**src/rtl/cache_lookup.sv**
```systemverilog
// cache_lookup: single-cycle set-associative tag lookup with per-set true-LRU
// age tracking and a valid/ready registered response.
// Optional build macro: CACHE_LOOKUP_MULTIHIT_CHK_EN enables the multi-hit
// error flag (resp_err); without it resp_err is tied low.
module cache_lookup #(
    parameter int WAYS   = 4,
    parameter int TAG_W  = 3,
    parameter int DATA_W = 32,
    parameter int SETS   = 8
) (
    input  logic                                   clk,
    input  logic                                   rst,
    input  logic                                   req_valid,
    output logic                                   req_ready,
    input  logic [TAG_W-1:0]                       req_tag,
    input  logic [$clog2(SETS)-1:0]                req_idx,
    input  logic [WAYS*(1+TAG_W+DATA_W)-1:0]       ways_in,
    output logic                                   resp_valid,
    input  logic                                   resp_ready,
    output logic                                   resp_hit,
    output logic [WAYS-1:0]                        resp_way,
    output logic [DATA_W-1:0]                      resp_data,
    output logic [WAYS-1:0]                        resp_victim,
    output logic                                   resp_err
);

    localparam int ENTRY_W = 1 + TAG_W + DATA_W;
    localparam int AGE_W   = $clog2(WAYS);
    localparam int IDX_W   = $clog2(SETS);
    localparam logic [AGE_W-1:0] LRU_AGE = AGE_W'(WAYS - 1);

    // Age state: one permutation of 0..WAYS-1 per set, 0 = most recently used.
    logic [AGE_W-1:0]   age_q [SETS][WAYS];

    logic [AGE_W-1:0]   cur_age [WAYS];
    logic [AGE_W-1:0]   new_age [WAYS];
    logic [ENTRY_W-1:0] entry;
    logic [WAYS-1:0]    hit_vec;
    logic [WAYS-1:0]    inval_vec;
    logic [AGE_W-1:0]   hit_idx;
    logic [AGE_W-1:0]   inval_idx;
    logic [AGE_W-1:0]   lru_idx;
    logic [AGE_W-1:0]   touch_idx;
    logic [DATA_W-1:0]  hit_data;
    logic               hit_any;
    logic               multi_hit;
    logic               accept;

    // Response register (stage p1)
    logic               vld_p1;
    logic               hit_p1;
    logic [WAYS-1:0]    way_p1;
    logic [DATA_W-1:0]  data_p1;
    logic [WAYS-1:0]    victim_p1;
    logic               err_p1;

    assign req_ready = !vld_p1 || resp_ready;
    assign accept    = req_valid && req_ready;
    assign hit_any   = |hit_vec;

`ifdef CACHE_LOOKUP_MULTIHIT_CHK_EN
    // More than one bit set: clearing the lowest set bit leaves something.
    assign multi_hit = (hit_vec & (hit_vec - WAYS'(1))) != '0;
`else
    assign multi_hit = 1'b0;
`endif

    // Tag compare per way; descending scan so the lowest index wins each priority pick.
    always_comb begin
        entry     = '0;
        hit_vec   = '0;
        inval_vec = '0;
        hit_idx   = '0;
        inval_idx = '0;
        lru_idx   = '0;
        hit_data  = '0;
        for (int i = WAYS - 1; i >= 0; i--) begin
            entry        = ways_in[i*ENTRY_W +: ENTRY_W];
            cur_age[i]   = age_q[req_idx][i];
            hit_vec[i]   = entry[ENTRY_W-1] && (entry[ENTRY_W-2 -: TAG_W] == req_tag);
            inval_vec[i] = !entry[ENTRY_W-1];
            if (hit_vec[i]) begin
                hit_idx  = AGE_W'(i);
                hit_data = entry[DATA_W-1:0];
            end
            if (inval_vec[i]) begin
                inval_idx = AGE_W'(i);
            end
            if (cur_age[i] == LRU_AGE) begin
                lru_idx = AGE_W'(i);
            end
        end
    end

    // Way to promote to MRU: the hit way, else an empty way, else the LRU way.
    always_comb begin
        if (hit_any) begin
            touch_idx = hit_idx;
        end else if (|inval_vec) begin
            touch_idx = inval_idx;
        end else begin
            touch_idx = lru_idx;
        end
        for (int i = 0; i < WAYS; i++) begin
            if (AGE_W'(i) == touch_idx) begin
                new_age[i] = '0;
            end else if (cur_age[i] < cur_age[touch_idx]) begin
                new_age[i] = cur_age[i] + AGE_W'(1);
            end else begin
                new_age[i] = cur_age[i];
            end
        end
    end

    // Age storage: reset to identity order, update only the accessed set on accept.
    always_ff @(posedge clk) begin
        if (rst) begin
            for (int s = 0; s < SETS; s++) begin
                for (int w = 0; w < WAYS; w++) begin
                    age_q[s][w] <= AGE_W'(w);
                end
            end
        end else if (accept) begin
            for (int w = 0; w < WAYS; w++) begin
                age_q[req_idx][w] <= new_age[w];
            end
        end
    end

    // Response register: load on accept, drop on take, hold while stalled.
    always_ff @(posedge clk) begin
        if (rst) begin
            vld_p1    <= 1'b0;
            hit_p1    <= 1'b0;
            way_p1    <= '0;
            data_p1   <= '0;
            victim_p1 <= '0;
            err_p1    <= 1'b0;
        end else if (accept) begin
            vld_p1    <= 1'b1;
            hit_p1    <= hit_any;
            way_p1    <= hit_any ? (WAYS'(1) << hit_idx) : '0;
            data_p1   <= hit_any ? hit_data : '0;
            victim_p1 <= hit_any ? '0 : (WAYS'(1) << touch_idx);
            err_p1    <= multi_hit;
        end else if (resp_ready) begin
            vld_p1    <= 1'b0;
        end
    end

    assign resp_valid  = vld_p1;
    assign resp_hit    = hit_p1;
    assign resp_way    = way_p1;
    assign resp_data   = data_p1;
    assign resp_victim = victim_p1;
    assign resp_err    = err_p1;

    // IDX_W kept for readers; req_idx width is derived from SETS directly.
    logic [IDX_W-1:0] unused_idx_w;
    assign unused_idx_w = req_idx;

endmodule

```
**config.mk**
```make
export PLATFORM = sky130hd
export DESIGN_NAME = cache_lookup
export DESIGN_NICKNAME = d
export VERILOG_FILES = /design/src/rtl/cache_lookup.sv
export SDC_FILE = /design/constraint.sdc
export NUM_CORES = 1
export LEC_CHECK = 0
export CAP_MARGIN = 20
export CORE_MARGIN = 4
export CORE_UTILIZATION = 40
export DETAILED_ROUTE_END_ITERATION = 6
export PLACE_DENSITY_LB_ADDON = 0.08
export SLEW_MARGIN = 25
export SYNTH_ARGS = -nofsm -noshare
export SYNTH_HDL_FRONTEND = slang
export SYNTH_SLANG_ARGS = --single-unit
```
**constraint.sdc**
```tcl
create_clock -name clk -period 6.2 [get_ports clk]
set_input_delay 1.24 -clock clk [delete_from_list [all_inputs] [get_ports clk]]
set_output_delay 1.24 -clock clk [all_outputs]
set_load 0.05 [all_outputs]
```
==> metrics.json <==
{
  "cts_buffers": {"value": 9},
  "vias_in_the_first_global_route": {"value": 5936},
  "clock_latency": {"value": 0.35, "unit": "ns"},
  "grt_first_pass_wirelength": {"value": 31.9, "unit": "mm"},
  "power.switching": {"value": 0.563, "unit": "mW"},
  "pwr-share-comb": {"value": 25.7, "unit": "%"},
  "number_of_vias_after_detailed_routing": {"value": 5912},
  "design_power_total": {"value": 1.85, "unit": "mW"},
  "timing.critical_path.buf_inv": {"value": 2},
  "yosys_warnings": {"value": 0},
  "power.share.sequential": {"value": 41.6, "unit": "%"},
  "worst_ep_required_time": {"value": 6.27, "unit": "ns"},
  "mappedNetlistArea": {"value": 5990, "unit": "sq um"},
  "status": {"value": "completed"},
  "synth_ff_type": {"value": "edfxtp_1"},
  "vdd_drop_max": {"value": 0.147, "unit": "mV"},
  "synth_area_leaders": {"value": "edfxtp_1 32%, dfxtp_1 14%, a221oi_1 4.8%"},
  "grt_start_max_net_pins": {"value": 55},
  "fin_skew": {"value": 0.00939, "unit": "ns"},
  "synth_cells": {"value": 612},
  "rsz_0062_raised_after_global_routing": {"value": "no"},
  "area_of_combinational_cells_with_multiple_inputs": {"value": 2990, "unit": "sq um"},
  "seq_area_frac_synth": {"value": 46.2, "unit": "%"},
  "drc_errors": {"value": 0},
  "cts_hold_buf": {"value": 0},
  "worstPathCellList": {"value": "clkdlybuf4s50_1 -> buf_4 -> mux4_2 -> mux2_2 -> ha_1 -> nor2b_1 -> o2111a_1 -> o311ai_2 -> nand2_1 -> a21oi_2 -> nand2_1 -> a21oi_1 -> nor4_1"},
  "antenna_violations_before_repair": {"value": 0},
  "initial_utilization": {"value": 41.0, "unit": "%"},
  "netlist.area_leader.share": {"value": 32.1, "unit": "%"},
  "cts_resized": {"value": 0},
  "postCtsSetupRepairBufs": {"value": 0},
  "top_level_ports": {"value": 198},
  "gr-total-overflow": {"value": 0},
  "commonest_non_fill_non_tap_cells_in_the_layout": {"value": "195 x clkdlybuf4s50_1, 64 x edfxtp_1, 59 x nor2_1"},
  "switching_share": {"value": 30.4, "unit": "%"},
  "floorplan.die.height": {"value": 130, "unit": "um"},
  "worst_path_dominant_cell_family": {"value": "compound AO/OA/AOI/OAI gates"},
  "timing.final.max_slew_violations": {"value": 0},
  "area.sequential": {"value": 2760, "unit": "sq um"},
  "leakage": {"value": 2.70, "unit": "nW"},
  "netlist.top_cell.by_area": {"value": "edfxtp_1"},
  "layout_min_cycle_time": {"value": 5.48, "unit": "ns"},
  "drt_pass1_iterations": {"value": 5},
  "critical_path_class": {"value": "primary input to flop"},
  "post_route_cells_drive_above_1_share": {"value": 9.86, "unit": "%"},
  "final_nets": {"value": 944},
  "critical-path-max-stage-delay": {"value": 0.68, "unit": "ns"},
  "drt_iter0_drc": {"value": 470},
  "layout_commonest_cell": {"value": "clkdlybuf4s50_1"},
  "area_delta_synth_final": {"value": 40.6, "unit": "%"},
  "worstSetupStartpointType": {"value": "primary input"},
  "clk_transition_reported_paths": {"value": 0.08, "unit": "ns"},
  "postRouteAntennaNets": {"value": 0},
  "postSynthNetCount": {"value": 770},
  "worstPathMaxFanout": {"value": 23},
  "ys_seq_elements": {"value": 106},
  "non_filler_cell_area_final": {"value": 8420, "unit": "sq um"},
  "setup-violations-final": {"value": 0},
  "global_route.usage.total": {"value": 24.4, "unit": "%"},
  "netlist-cell-type-count": {"value": 66},
  "synth_enable_flop_cells": {"value": 64},
  "finalSetupTns": {"value": 0, "unit": "ns"},
  "crit_top_cell": {"value": "nand2_1"},
  "row_count": {"value": 44},
  "vias_per_cell": {"value": 6.06},
  "cell_internal_power": {"value": 1.29, "unit": "mW"},
  "crit_path_top_delay_cell": {"value": "a21oi_1"},
  "port_buffers": {"value": 196},
  "cts_tree": {"value": "built"},
  "timing.critical_path.arrival": {"value": 5.55, "unit": "ns"},
  "timing.max_slew.rel_slack": {"value": 36.2, "unit": "%"},
  "hold_viol_final": {"value": 0},
  "async_reset_ff_share": {"value": 0, "unit": "%"},
  "crit_path_end_kind": {"value": "flop"},
  "clockBufferDepth": {"value": 2},
  "clock_tree.root_cell": {"value": "clkbuf_16"},
  "top_achievable_clock_speed": {"value": 182, "unit": "MHz"},
  "transition_at_the_pin_with_the_smallest_max_transition_slack": {"value": 0.955, "unit": "ns"},
  "detailed_place.area": {"value": 8110, "unit": "sq um"},
  "drt_wl_total": {"value": 21.1, "unit": "mm"},
  "antenna-diode-count": {"value": 0},
  "holdCritPathClass": {"value": "flop to flop"},
  "post_drt_wl_per_cell": {"value": 21.6, "unit": "um"},
  "routability_driven_placement_congestion_ratio": {"value": 0.946},
  "die_area": {"value": 17000, "unit": "sq um"},
  "clockPowerShare": {"value": 32.8, "unit": "%"},
  "design.core.area": {"value": 14600, "unit": "sq um"},
  "cap_violations": {"value": 0},
  "filler_cell_count": {"value": 1275},
  "powerDensity": {"value": 220, "unit": "nW/um^2"},
  "dpl.hpwl": {"value": 15.6, "unit": "mm"},
  "tritoncts_num_sinks": {"value": 106},
  "post_synth.cell_area_avg": {"value": 9.78, "unit": "sq um"},
  "ctsHtreeMaxLevel": {"value": 3},
  "floorplan.die.width": {"value": 130, "unit": "um"},
  "final_min_period_over_clock_period": {"value": 88.4, "unit": "%"}
}
[metrics by stage]
step                      std cells  hold slack, ns  worst slack (ns)  util [%]
after floorplan                 612           0.729              1.36         -
after global placement          959           0.468             0.534      55.5
after detailed placement        959           0.482             0.481      55.6
after CTS                       975           0.504             0.832      57.7
after global routing            975           0.525             0.520      57.7
final                           975           0.498             0.719      57.7
[worst reg2reg max path, cell delays in order (launching register included)]
cell and delay, ns:
edfxtp_1 0.42, mux4_2 0.48, mux2_2 0.38, ha_1 0.26, nor2b_1 0.14, o2111a_1 0.26
o311ai_2 0.52, nand2_1 0.23, a21oi_2 0.29, nand2_1 0.11, a21oi_1 0.68, nor4_1 0.11
[cells in the mapped netlist (5+ instances only)]
| cell | instances |
|---|---|
| a21oi_1 | 48 |
| a221oi_1 | 33 |
| a22oi_1 | 6 |
| buf_2 | 6 |
| clkbuf_1 | 37 |
| dfxtp_1 | 42 |
| edfxtp_1 | 64 |
| inv_1 | 5 |
| mux2_2 | 5 |
| mux2i_1 | 5 |
| mux4_2 | 12 |
| nand2_1 | 47 |
| nand2b_1 | 17 |
| nand3_1 | 5 |
| nand4_1 | 7 |
| nor2_1 | 60 |
| nor3_1 | 41 |
| nor4_1 | 36 |
| o21ai_0 | 15 |
| o22ai_1 | 34 |
| xnor2_1 | 12 |
[per-layer routing]
metal  wire, um  share of wire, %  global-route usage [%]
met3       1700               8.1                    6.30
met1       8090                38                    29.7
met5          0                 0                       0
met2      10600                50                    41.2
met4        711               3.4                    10.1
[final timing paths]
check | end | cells after the start | slack, ns | start
max | age_q[0][7] | 13 | 0.72 | req_idx[1]
min | resp_data[1] | 2 | 0.50 | resp_data[1]
max reg2reg | age_q[0][7] | 11 | 2.04 | age_q[5][1]
min reg2reg | resp_data[1] | 2 | 0.50 | resp_data[1]
[flip-flops by register name, summed over array words and instances, names as in the netlist]
name         flops
age_q           64
resp_data       32
resp_victim      4
resp_way         4
resp_hit         1
resp_valid       1
[cells by family after synthesis]
kind of cell	synth area share, %
AO/OA/AOI/OAI	21.2
AND/OR/NAND/NOR	19.3
multiplexers	6.52
other	0.0626
flip-flops	46.2
adder cells (fa/ha/maj)	0.836
XOR/XNOR	1.76
buffers and inverters	4.14
[power by group through the flow]
stage               Combinational, mW  Sequential, mW  Clock [mW]
floorplan                       0.247           0.810           0
CTS                             0.474           0.772       0.612
global placement                0.467           0.787           0
detailed placement              0.472           0.788           0
global route                    0.510           0.774       0.642
finish                          0.476           0.771       0.608
[area by class of cell]
class	instances	area share, %
sequential	106	32.8
multi-input combinational	448	35.6
inverter	6	0.268
clock buffer	10	2.72
clock inverter	6	0.966
tap	184	2.73
timing repair buffer	215	24.9
(Power assumes the default switching activity.)
